`config.mk`:
```
export PLATFORM = sky130hd
export DESIGN_NAME = display_scan_ctrl
export DESIGN_NICKNAME = d
export VERILOG_FILES = /design/src/rtl/display_scan_ctrl.sv
export SDC_FILE = /design/constraint.sdc
export NUM_CORES = 1
export LEC_CHECK = 0
export CAP_MARGIN = 20
export CORE_MARGIN = 3
export CORE_UTILIZATION = 55
export DETAILED_ROUTE_END_ITERATION = 16
export PLACE_DENSITY = 0.82
export SYNTH_ARGS = -nofsm -noshare
export SYNTH_HDL_FRONTEND = slang
export SYNTH_SLANG_ARGS = --single-unit
```
`constraint.sdc`:
```
create_clock -name clk -period 4.65 [get_ports clk]
set_input_delay 0.6975 -clock clk [delete_from_list [all_inputs] [get_ports clk]]
set_output_delay 0.6975 -clock clk [all_outputs]
set_load 0.01 [all_outputs]
```
`src/rtl/display_scan_ctrl.sv`:
```
// ============================================================================
// Module   : display_scan_ctrl
// Purpose  : Wishbone-controlled four-digit seven-segment scan controller with
//            blanking gaps; optional decimal points under DISPLAY_DP_EN.
// Revision : 1.0 - initial release
// ============================================================================
`default_nettype none

module display_scan_ctrl #(
    parameter logic [15:0] DIV_RESET    = 16'd49999,
    parameter int unsigned BLANK_CYCLES = 8
) (
    input  logic        clk,
    input  logic        reset,
    input  logic        wb_cyc_i,
    input  logic        wb_stb_i,
    input  logic        wb_we_i,
    input  logic [3:0]  wb_adr_i,
    input  logic [31:0] wb_dat_i,
    input  logic [3:0]  wb_sel_i,
    output logic [31:0] wb_dat_o,
    output logic        wb_ack_o,
    output logic [3:0]  bcd,
    output logic [3:0]  an_n,
    output logic        dp_n
);

    localparam logic [15:0] C_BLANK_LOAD = 16'(BLANK_CYCLES - 1);

    typedef enum logic [1:0] {
        S_IDLE  = 2'd0,
        S_BLANK = 2'd1,
        S_ON    = 2'd2
    } state_t;

    // ------------------------------------------------------------------
    // Wishbone register file
    // ------------------------------------------------------------------
    logic        r_ack;
    logic [31:0] r_dat;
    logic [15:0] r_data;
    logic        r_en;
    logic [3:0]  r_mask;
    logic [15:0] r_div;
    logic [31:0] w_rdata;
    logic [3:0]  w_dpm;
    logic        w_req;
    logic        w_acc;
    logic        w_wr;
    logic        w_unused;

    assign w_req    = wb_cyc_i & wb_stb_i;
    assign w_acc    = w_req & ~r_ack;   // held requests alternate ack/idle
    assign w_wr     = w_acc & wb_we_i;
    assign wb_ack_o = r_ack;
    assign wb_dat_o = r_dat;
    assign w_unused = ^{wb_dat_i[31:16], wb_adr_i[1:0], wb_sel_i[3:2]};

`ifdef DISPLAY_DP_EN
    logic [3:0] r_dpm;

    always_ff @(posedge clk) begin
        if (reset) begin
            r_dpm <= 4'h0;
        end else if (w_wr && wb_adr_i[3:2] == 2'd1 && wb_sel_i[1]) begin
            r_dpm <= wb_dat_i[11:8];
        end
    end

    assign w_dpm = r_dpm;
`else
    assign w_dpm = 4'h0;
`endif

    always_comb begin
        w_rdata = 32'h0;
        case (wb_adr_i[3:2])
            2'd0:    w_rdata = {16'h0, r_data};
            2'd1:    w_rdata = {20'h0, w_dpm, r_mask, 3'b000, r_en};
            2'd2:    w_rdata = {16'h0, r_div};
            default: w_rdata = 32'h0;
        endcase
    end

    always_ff @(posedge clk) begin
        if (reset) begin
            r_ack  <= 1'b0;
            r_dat  <= 32'h0;
            r_data <= 16'h0;
            r_en   <= 1'b0;
            r_mask <= 4'hF;
            r_div  <= DIV_RESET;
        end else begin
            r_ack <= w_acc;
            r_dat <= w_acc ? w_rdata : 32'h0;
            if (w_wr) begin
                case (wb_adr_i[3:2])
                    2'd0: begin
                        if (wb_sel_i[0]) r_data[7:0]  <= wb_dat_i[7:0];
                        if (wb_sel_i[1]) r_data[15:8] <= wb_dat_i[15:8];
                    end
                    2'd1: begin
                        if (wb_sel_i[0]) begin
                            r_en   <= wb_dat_i[0];
                            r_mask <= wb_dat_i[7:4];
                        end
                    end
                    2'd2: begin
                        if (wb_sel_i[0]) r_div[7:0]  <= wb_dat_i[7:0];
                        if (wb_sel_i[1]) r_div[15:8] <= wb_dat_i[15:8];
                    end
                    default: ;
                endcase
            end
        end
    end

    // ------------------------------------------------------------------
    // Scan FSM
    // ------------------------------------------------------------------
    state_t      r_state;
    state_t      w_state_nxt;
    logic [1:0]  r_idx;
    logic [1:0]  w_idx_nxt;
    logic [15:0] r_cnt;
    logic [15:0] w_cnt_nxt;
    logic [3:0]  r_bcd;
    logic [3:0]  w_bcd_nxt;
    logic        r_dp_n;
    logic        w_dp_n_nxt;
    logic [1:0]  w_load_idx;
    logic [3:0]  w_load_bcd;
    logic [3:0]  w_an_n;

    // Digit whose value is loaded on the next BLANK entry.
    assign w_load_idx = (r_state == S_ON) ? r_idx + 2'd1 : 2'd0;

    always_comb begin
        w_load_bcd = 4'h0;
        case (w_load_idx)
            2'd0:    w_load_bcd = r_data[3:0];
            2'd1:    w_load_bcd = r_data[7:4];
            2'd2:    w_load_bcd = r_data[11:8];
            default: w_load_bcd = r_data[15:12];
        endcase
    end

    always_comb begin
        w_state_nxt = r_state;
        w_idx_nxt   = r_idx;
        w_cnt_nxt   = r_cnt;
        w_bcd_nxt   = r_bcd;
        w_dp_n_nxt  = r_dp_n;
        w_an_n      = 4'hF;

        if (!r_en) begin
            w_state_nxt = S_IDLE;
            w_idx_nxt   = 2'd0;
            w_cnt_nxt   = 16'h0;
            w_bcd_nxt   = 4'h0;
            w_dp_n_nxt  = 1'b1;
        end else begin
            case (r_state)
                S_IDLE: begin
                    w_state_nxt = S_BLANK;
                    w_idx_nxt   = 2'd0;
                    w_cnt_nxt   = C_BLANK_LOAD;
                    w_bcd_nxt   = w_load_bcd;
                    w_dp_n_nxt  = ~w_dpm[w_load_idx];
                end
                S_BLANK: begin
                    if (r_cnt == 16'h0) begin
                        w_state_nxt = S_ON;
                        w_cnt_nxt   = r_div;
                    end else begin
                        w_cnt_nxt = r_cnt - 16'd1;
                    end
                end
                S_ON: begin
                    // Masked digits still consume their slot for uniform brightness.
                    if (r_mask[r_idx]) w_an_n[r_idx] = 1'b0;
                    if (r_cnt == 16'h0) begin
                        w_state_nxt = S_BLANK;
                        w_idx_nxt   = w_load_idx;
                        w_cnt_nxt   = C_BLANK_LOAD;
                        w_bcd_nxt   = w_load_bcd;
                        w_dp_n_nxt  = ~w_dpm[w_load_idx];
                    end else begin
                        w_cnt_nxt = r_cnt - 16'd1;
                    end
                end
                default: w_state_nxt = S_IDLE;
            endcase
        end
    end

    always_ff @(posedge clk) begin
        if (reset) begin
            r_state <= S_IDLE;
            r_idx   <= 2'd0;
            r_cnt   <= 16'h0;
            r_bcd   <= 4'h0;
            r_dp_n  <= 1'b1;
        end else begin
            r_state <= w_state_nxt;
            r_idx   <= w_idx_nxt;
            r_cnt   <= w_cnt_nxt;
            r_bcd   <= w_bcd_nxt;
            r_dp_n  <= w_dp_n_nxt;
        end
    end

    assign an_n = w_an_n;
    assign bcd  = r_bcd;

`ifdef DISPLAY_DP_EN
    assign dp_n = r_dp_n;
`else
    assign dp_n = 1'b1;
`endif

endmodule

`default_nettype wire

```
==> summary.md, run 1 <==
| Metric | Value |
|---|---|
| Status | complete, no violations |
| Leakage | 1.86 nW |
| Placement Rows | 30 |
| CP top delay family | buffers and inverters |
| Endpoints failing setup | 0 |
| Register bit count reported by yosys | 78 |
| Worst hold path class | reg2reg |
| CTS hold repair buffers | 0 |
| Via Count | 3581 |
| WS Path Type | reg2out |
| Area after DPL | 4390 um^2 |
| # Post-CTS Setup Buffers | 0 |
| Routed WL | 10000 um |
| Vias per inst | 5.83 |
| Ys Warns | 0 |
| Worst Tran Pin Value | 675 ps |
| Clock Skews | 13.1 ps |
| Sequential-to-total area share from yosys stat | 0.398 |
| Die Wd | about 90 um |
| Worst-path clk slew | around 70 ps |
| Worst path arrival time | about 2300 ps |
| CP max-delay cell | ha_1 |
| Io pins | 87 |
| Nets | roughly 570 |
| Die Span Y | 90.4 um |
| Total CTS buffers | 9 |
| Num Clock Sinks | 78 |
| PwrDens | about 270 nW/um^2 |
| Max Slew Vio Count | 0 |
| DRC viols | 0 |
| Drt first pass iters | 6 |
| Post-route setup TNS | 0 ps |
| Distinct cells, synth | roughly 50 |
| Commonest non-fill, non-tap cell in the layout | dfxtp_1 |
| Startpoint Class | flop |
| CP required | between 3000 and 4000 ps |
| First-pass GRT wire length | roughly 16000 um |
| Post-synth EDFFs | 0 |
| Initial antenna violation count | 0 |
| Total grt overflow | 0 |
| Post-route clock period utilization | 0.654 |
| Main flop type after synthesis | dfxtp_1 |
| GRT Total Usage | 0.245 |
| Average wire per standard cell | 16.3 um |
| Root buffer cell | clkbuf_8 |
| Syn Inst Count | ~480 |
| Clk Latency, worst-skew pair | 350 ps |
| CP endpoint kind | output pin |
| CP max stage delay | around 570 ps |
| Antenna diode count | 0 |
| FMAX | roughly 0.33 GHz |
| Layout cells sized above 1 | 0.0637 |
| Cell area after layout | 4570 um^2 |
| Number of nets with antenna violations after routing | 0 |
| Vias in the first global route | ~3400 |
| DRT iter0 DRCs | approximately 260 |
| Ys async rst share | 0 |
| Synthesis-to-finish area growth | 16.7% |
| Fin crit period | between 3000 and 4000 ps |
| CTS tree | done |
| Worst ir drop on vdd | ~190 uV |
| RSZ-0062 raised after global routing | no |
| Post-CTS Resized | 0 |
| Commonest non-fill, non-tap cells in the layout | dfxtp_1 (78), nor2_1 (59), clkdlybuf4s50_1 (49) |
| Worst Hold Margin | between 400 and 500 ps |
| Fin. Hold Viols | 0 |
| HPWL after DPL | between 7000 and 8000 um |
| H-Tree Level Count | 3 |
| Syn_area_per_cell | ~8 um^2 |
| Core area | slightly below 7000 um^2 |
| Largest net degree at the start of global routing | between 40 and 50 |
| Mapped Area | roughly 3900 um^2 |
| Max-Cap Viols | 0 |
| Max Buffers Root-to-Sink | 2 |
| Worst slew margin | 0.537 |
| Routability congestion estimate | between 0.8 and 0.9 |
| Worst-path maximum fanout | 19 |
| Worst path cell trace | inv_1, ha_1, nand3_1, a21oi_1, nand2_1, clkdlybuf4s50_1 |
| Port buffer count | slightly below 50 |
| WP buf/inv | 2 |
| Starting density of the core | 0.571 |
| Die ar. | 8180 um^2 |
-- flip-flops by register name (all words and copies together), names as in the netlist --
register and cells:
r_idx 2, r_mask 4, r_en 1, wb_ack_o 1
r_div 16, r_data 16, bcd 4, r_state 2
r_cnt 16, wb_dat_o 16
-- worst paths after layout --
kind | startpoint | endpoint | slack (ps) | cells past startpoint
hold reg to reg | bcd[3] | bcd[3] | 470 | 2
setup reg to reg | r_state[0] | r_cnt[15] | 2190 | 7
setup / recovery | r_state[0] | an_n[0] | 1610 | 6
hold / removal | bcd[3] | bcd[3] | 470 | 2
-- cells in the mapped netlist, types with 2 or more instances --
library cell | count | area [um^2]
o21a_1 | 2 | 15.0
a31oi_1 | 5 | 31.3
and3_1 | 3 | 18.8
mux2_2 | 2 | 22.5
dfxtp_1 | 78 | 1560
nor2_1 | 59 | 221
buf_1 | 5 | 18.8
buf_4 | 17 | 128
a21oi_1 | 36 | 180
nand2b_1 | 6 | 37.5
or3_1 | 2 | 12.5
ha_1 | 9 | 113
nand3b_1 | 8 | 60.1
a211oi_1 | 3 | 22.5
o21ai_0 | 19 | 95.1
clkbuf_1 | 20 | 75.1
o21ai_1 | 2 | 10.0
nor4_2 | 3 | 37.5
conb_1 | 2 | 7.51
nand4_1 | 6 | 37.5
buf_2 | 3 | 15.0
nor4_1 | 5 | 31.3
o311ai_0 | 2 | 17.5
or2_2 | 3 | 18.8
mux2i_1 | 32 | 320
xnor2_1 | 2 | 17.5
a31o_2 | 2 | 17.5
a211o_1 | 11 | 96.3
nand3_1 | 27 | 135
nand2_1 | 44 | 165
o22ai_1 | 4 | 25.0
or4_1 | 3 | 22.5
nand4b_1 | 2 | 17.5
a221o_1 | 5 | 50.1
nor3_1 | 12 | 60.1
nor2b_1 | 4 | 25.0
inv_1 | 18 | 67.6
-- final cells by class --
type                    instances  area (um^2)
clock inverters                 4         20.0
clock buffers                  12          165
flip-flops and latches         78         1560
multi-input cells             352         2110
inverters                      18         67.6
repair buffers                 54          528
fillers                       564         2290
well taps                      96          120
-- where the power goes --
group	switching, W	internal [W]	total (W)
sequential	0.00000382	0.000672	0.000676
clock	0.000240	0.000234	0.000474
combinational	0.0000438	0.0000375	0.0000812
total	0.000288	0.000944	0.00123
-- worst min-delay path, delay by kind of cell, from the launching register on --
kind	cells	cell delay (ps)
AOI/OAI and AO/OA	1	50
DFF	1	320
and+or+nand+nor	1	60
-- stage by stage --
stage,setup WS (ps),total power (W),util,cells
final,1610,0.00123,0.666,614
after global routing,1450,0.00127,0.666,614
after CTS,1590,0.00124,0.666,614
after detailed placement,1530,0.000771,0.639,598
after global placement,1550,0.000770,0.639,598
after floorplan,2420,0.000743,-,493
-- kinds of logic after synthesis --
logic type      share of synthesized area
buf+inv                            0.0775
compound gates                      0.158
mux                                0.0874
simple gates                        0.242
fa+ha+maj                          0.0287
other cells                       0.00192
xor+xnor                          0.00670
flops                               0.398
-- routing by layer --
metal  GRT usage  vias up  part of all wire
li1            -     1721                 -
met1       0.304     1656              0.42
met2       0.411      173              0.49
met3      0.0442       31             0.060
met4       0.117        0             0.028
met5           0        -                 0
Power figures use the tool's default switching activity.
==> run 2: changes to the inputs <==
--- a/config.mk
+++ b/config.mk
@@ -7,9 +7,9 @@
 export LEC_CHECK = 0
 export CAP_MARGIN = 20
 export CORE_MARGIN = 3
-export CORE_UTILIZATION = 55
+export CORE_UTILIZATION = 46
 export DETAILED_ROUTE_END_ITERATION = 16
-export PLACE_DENSITY = 0.82
+export PLACE_DENSITY = 0.73
 export SYNTH_ARGS = -nofsm -noshare
 export SYNTH_HDL_FRONTEND = slang
 export SYNTH_SLANG_ARGS = --single-unit
==> constraint.sdc (replaced) <==
create_clock -name clk -period 2.75 [get_ports clk]
set_input_delay 0.4125 -clock clk [delete_from_list [all_inputs] [get_ports clk]]
set_output_delay 0.4125 -clock clk [all_outputs]
set_load 0.01 [all_outputs]
==> run 2 against run 1 <==
  * Cell area up 2.7%
  * Setup slack worse by 1300 ps
  * Combinational power up 70%
  * Worst hold slack worse by 13 ps
  * Largest cell class unchanged
  * Highest routed layer unchanged
==> summary.md, run 2 (synthesized netlist as in run 1, its figures left out) <==
| Metric | Value |
|---|---|
| Synthesis-to-finish area growth | 19.8% (was 16.7%) |
| Clock power frac | 0.444 (was 0.385) |
| CP required | 2340 ps (was 3950 ps) |
| Post-route clock period utilization | 0.902 |
| Routability congestion estimate | 0.890 (was 0.888) |
| Hold Path Sink | bcd[1] (was bcd[3]) |
| Clk Latency, worst-skew pair | 350 ps (about the same) |
| Startpoint Class | flop (unchanged) |
| First-pass GRT wire length | 16300 um (was 16200 um) |
| Worst path arrival time | 2070 ps (was 2340 ps) |
| GRT Total Usage | 0.208 (was 0.245) |
| Worst R2R Path Depth | 7 (unchanged) |
| CP endpoint kind | output pin (unchanged) |
| CP max stage delay | 490 ps (was 570 ps) |
| Post-route setup slack | 269 ps (was 1610 ps) |
| Antenna diode count | 0 (unchanged) |
| # Post-CTS Setup Buffers | 0 (unchanged) |
| Sequential Power Share | 0.496 (was 0.549) |
| Commonest non-fill, non-tap cells in the layout | dfxtp_1 (78), nor2_1 (59), clkdlybuf4s50_1 (49) (unchanged) |
| Cell area after layout | 4700 um^2 (was 4570 um^2) |
| P_int | 0.00180 W (was 0.000944 W) |
| Port buffer count | 49 (unchanged) |
| Drt first pass iters | 5 (was 6) |
| Fillers | 751 (was 564) |
| PwrDens | 491 nW/um^2 (was 269 nW/um^2) |
| Worst path cell trace | inv_1, ha_1, nand3_1, a21oi_1, nand2_1, clkdlybuf4s50_1 (unchanged) |
| H-Tree Level Count | 3 (unchanged) |
| CP top delay family | buffers and inverters (unchanged) |
| Post-route setup TNS | 0 ps (unchanged) |
| Leakage | 1.91 nW (was 1.86 nW) |
| Logic depth of the worst path, buffers included | 6 (unchanged) |
| Root buffer cell | clkbuf_8 (unchanged) |
| Vias in the first global route | 3322 (was 3370) |
| Number of nets with antenna violations after routing | 0 (unchanged) |
| P_sw | 0.000506 W (was 0.000288 W) |
| Num Clock Sinks | 78 (unchanged) |
| Placement Rows | 33 (was 30) |
| Starting density of the core | 0.475 (was 0.571) |
| Reg2reg end | r_cnt[11] (was r_cnt[15]) |
| Average wire per standard cell | 16.2 um (was 16.3 um) |
| Place WS | 424 ps (was 1530 ps) |
| HPWL after DPL | 7550 um (was 7240 um) |
| Max Slew Vio Count | 0 (unchanged) |
| WS Path Type | reg2out (unchanged) |
| Worst Tran Pin Value | 699 ps (was 675 ps) |
| Vias per inst | 5.70 (was 5.83) |
| Worst-path clk slew | 70 ps (about the same) |
| WP buf/inv | 2 (unchanged) |
| HP Start | bcd[1] (was bcd[3]) |
| Layout cells sized above 1 | 0.0762 (was 0.0637) |
| Worst hold path class | reg2reg (unchanged) |
| Worst ir drop on vdd | 347 uV (was 192 uV) |
| Endpoints failing setup | 0 (unchanged) |
| Clock Skews | 8.71 ps (was 13.1 ps) |
| Die Span Y | 98.3 um (was 90.4 um) |
| DRT iter0 DRCs | 258 (was 259) |
| Worst R2R Setup Slack | 360 ps (was 2190 ps) |
| Max-Cap Viols | 0 (unchanged) |
| Io pins | 87 (unchanged) |
| Total grt overflow | 0 (unchanged) |
| Via Count | 3590 (was 3581) |
| Die ar. | 9670 um^2 (was 8180 um^2) |
| CTS tree | done (unchanged) |
| Fin crit period | roughly 2500 ps |
| Worst-path maximum fanout | 6 (was 19) |
| Initial antenna violation count | 0 (unchanged) |
| Combinational power share | 0.060 (was 0.066) |
| Routed WL | 10200 um (was 10000 um) |
| Max Buffers Root-to-Sink | 2 (unchanged) |
| Area after DPL | 4460 um^2 (was 4390 um^2) |
| Total CTS buffers | 9 (unchanged) |
| Nets | 575 (was 567) |
| Sequential cell area | 1560 um^2 (unchanged) |
| Core area | 8260 um^2 (was 6870 um^2) |
| DRC viols | 0 (unchanged) |
| Worst hold path depth | 2 (unchanged) |
| Commonest non-fill, non-tap cell in the layout | dfxtp_1 (unchanged) |
| Die Wd | 98.3 um (was 90.4 um) |
| Fin. Hold Viols | 0 (unchanged) |
| RSZ-0062 raised after global routing | no (unchanged) |
| FF-to-FF Start | r_state[0] (unchanged) |
| Worst slew margin | 0.521 (was 0.537) |
| Multi-input combinational cell area | 2110 um^2 (unchanged) |
| Largest net degree at the start of global routing | 26 (was 41) |
| Status | complete, no violations (unchanged) |
| CTS hold repair buffers | 0 (unchanged) |
| Post-CTS Resized | 0 (unchanged) |
| Sw Ratio | 0.220 (was 0.234) |
| FMAX | between 0.4 and 0.5 GHz |
| CP max-delay cell | clkdlybuf4s50_1 (was ha_1) |
## run 2: changes by cell type in the layout (fill, tap and decap cells not counted)
cell / previous run / this run
clkbuf_8: 12 / 9
bufinv_16: 0 / 3
clkinvlp_4: 0 / 1
clkinv_4: 0 / 1
buf_4: 5 / 13
clkinv_2: 4 / 1
## run 2: area by class of cell
type,count,share of cell area
multi-input cells,352,0.450
flip-flops and latches,78,0.333
repair buffers,62,0.125
well taps,105,0.0280
clock buffers,9,0.0264
clock inverters,6,0.0237
inverters,18,0.0144
## run 2: per-stage QoR
| stage | hold WS, ps | instances | total power (W) | util |
|---|---|---|---|---|
| global route | 482 | 630 | 0.00238 | 0.569 |
| detailed placement | 445 | 615 | 0.00131 | 0.540 |
| floorplan | 445 | 493 | 0.00126 | - |
| global placement | 443 | 615 | 0.00130 | 0.540 |
| finish | 453 | 630 | 0.00231 | 0.569 |
| CTS | 455 | 630 | 0.00231 | 0.569 |
## run 2: worst max-delay path by stage
stage | to | slack, ps | start
final | an_n[1] | 270 | r_state[0]
after global routing | an_n[1] | 130 | r_state[0]
after CTS | an_n[1] | 260 | r_state[0]
after detailed placement | r_cnt[11] | 420 | reset
after global placement | r_cnt[11] | 450 | reset
after floorplan | r_cnt[14] | 720 | r_cnt[2]
## run 2: power by group through the flow
stage          clock network [W]   logic, W  registers, W
5_1_grt                  0.00108   0.000150       0.00114
3_3_place_gp                   0   0.000135       0.00117
2_1_floorplan                  0  0.0000873       0.00117
6_report                 0.00102   0.000138       0.00114
3_5_place_dp                   0   0.000137       0.00117
4_1_cts                  0.00103   0.000137       0.00114
## run 2: tightest hold or removal path: stages, from the launching register on
cell and delay, ps:
dfxtp_1 310, nand2_1 50, a21oi_1 50
## run 2: metal layers
metal  GRT usage  part of all wire  vias up
met5           0                 0        -
met4      0.0987             0.034        0
met3      0.0336             0.067       31
met2       0.334              0.47      131
met1       0.274              0.43     1693
li1            -                 -     1735
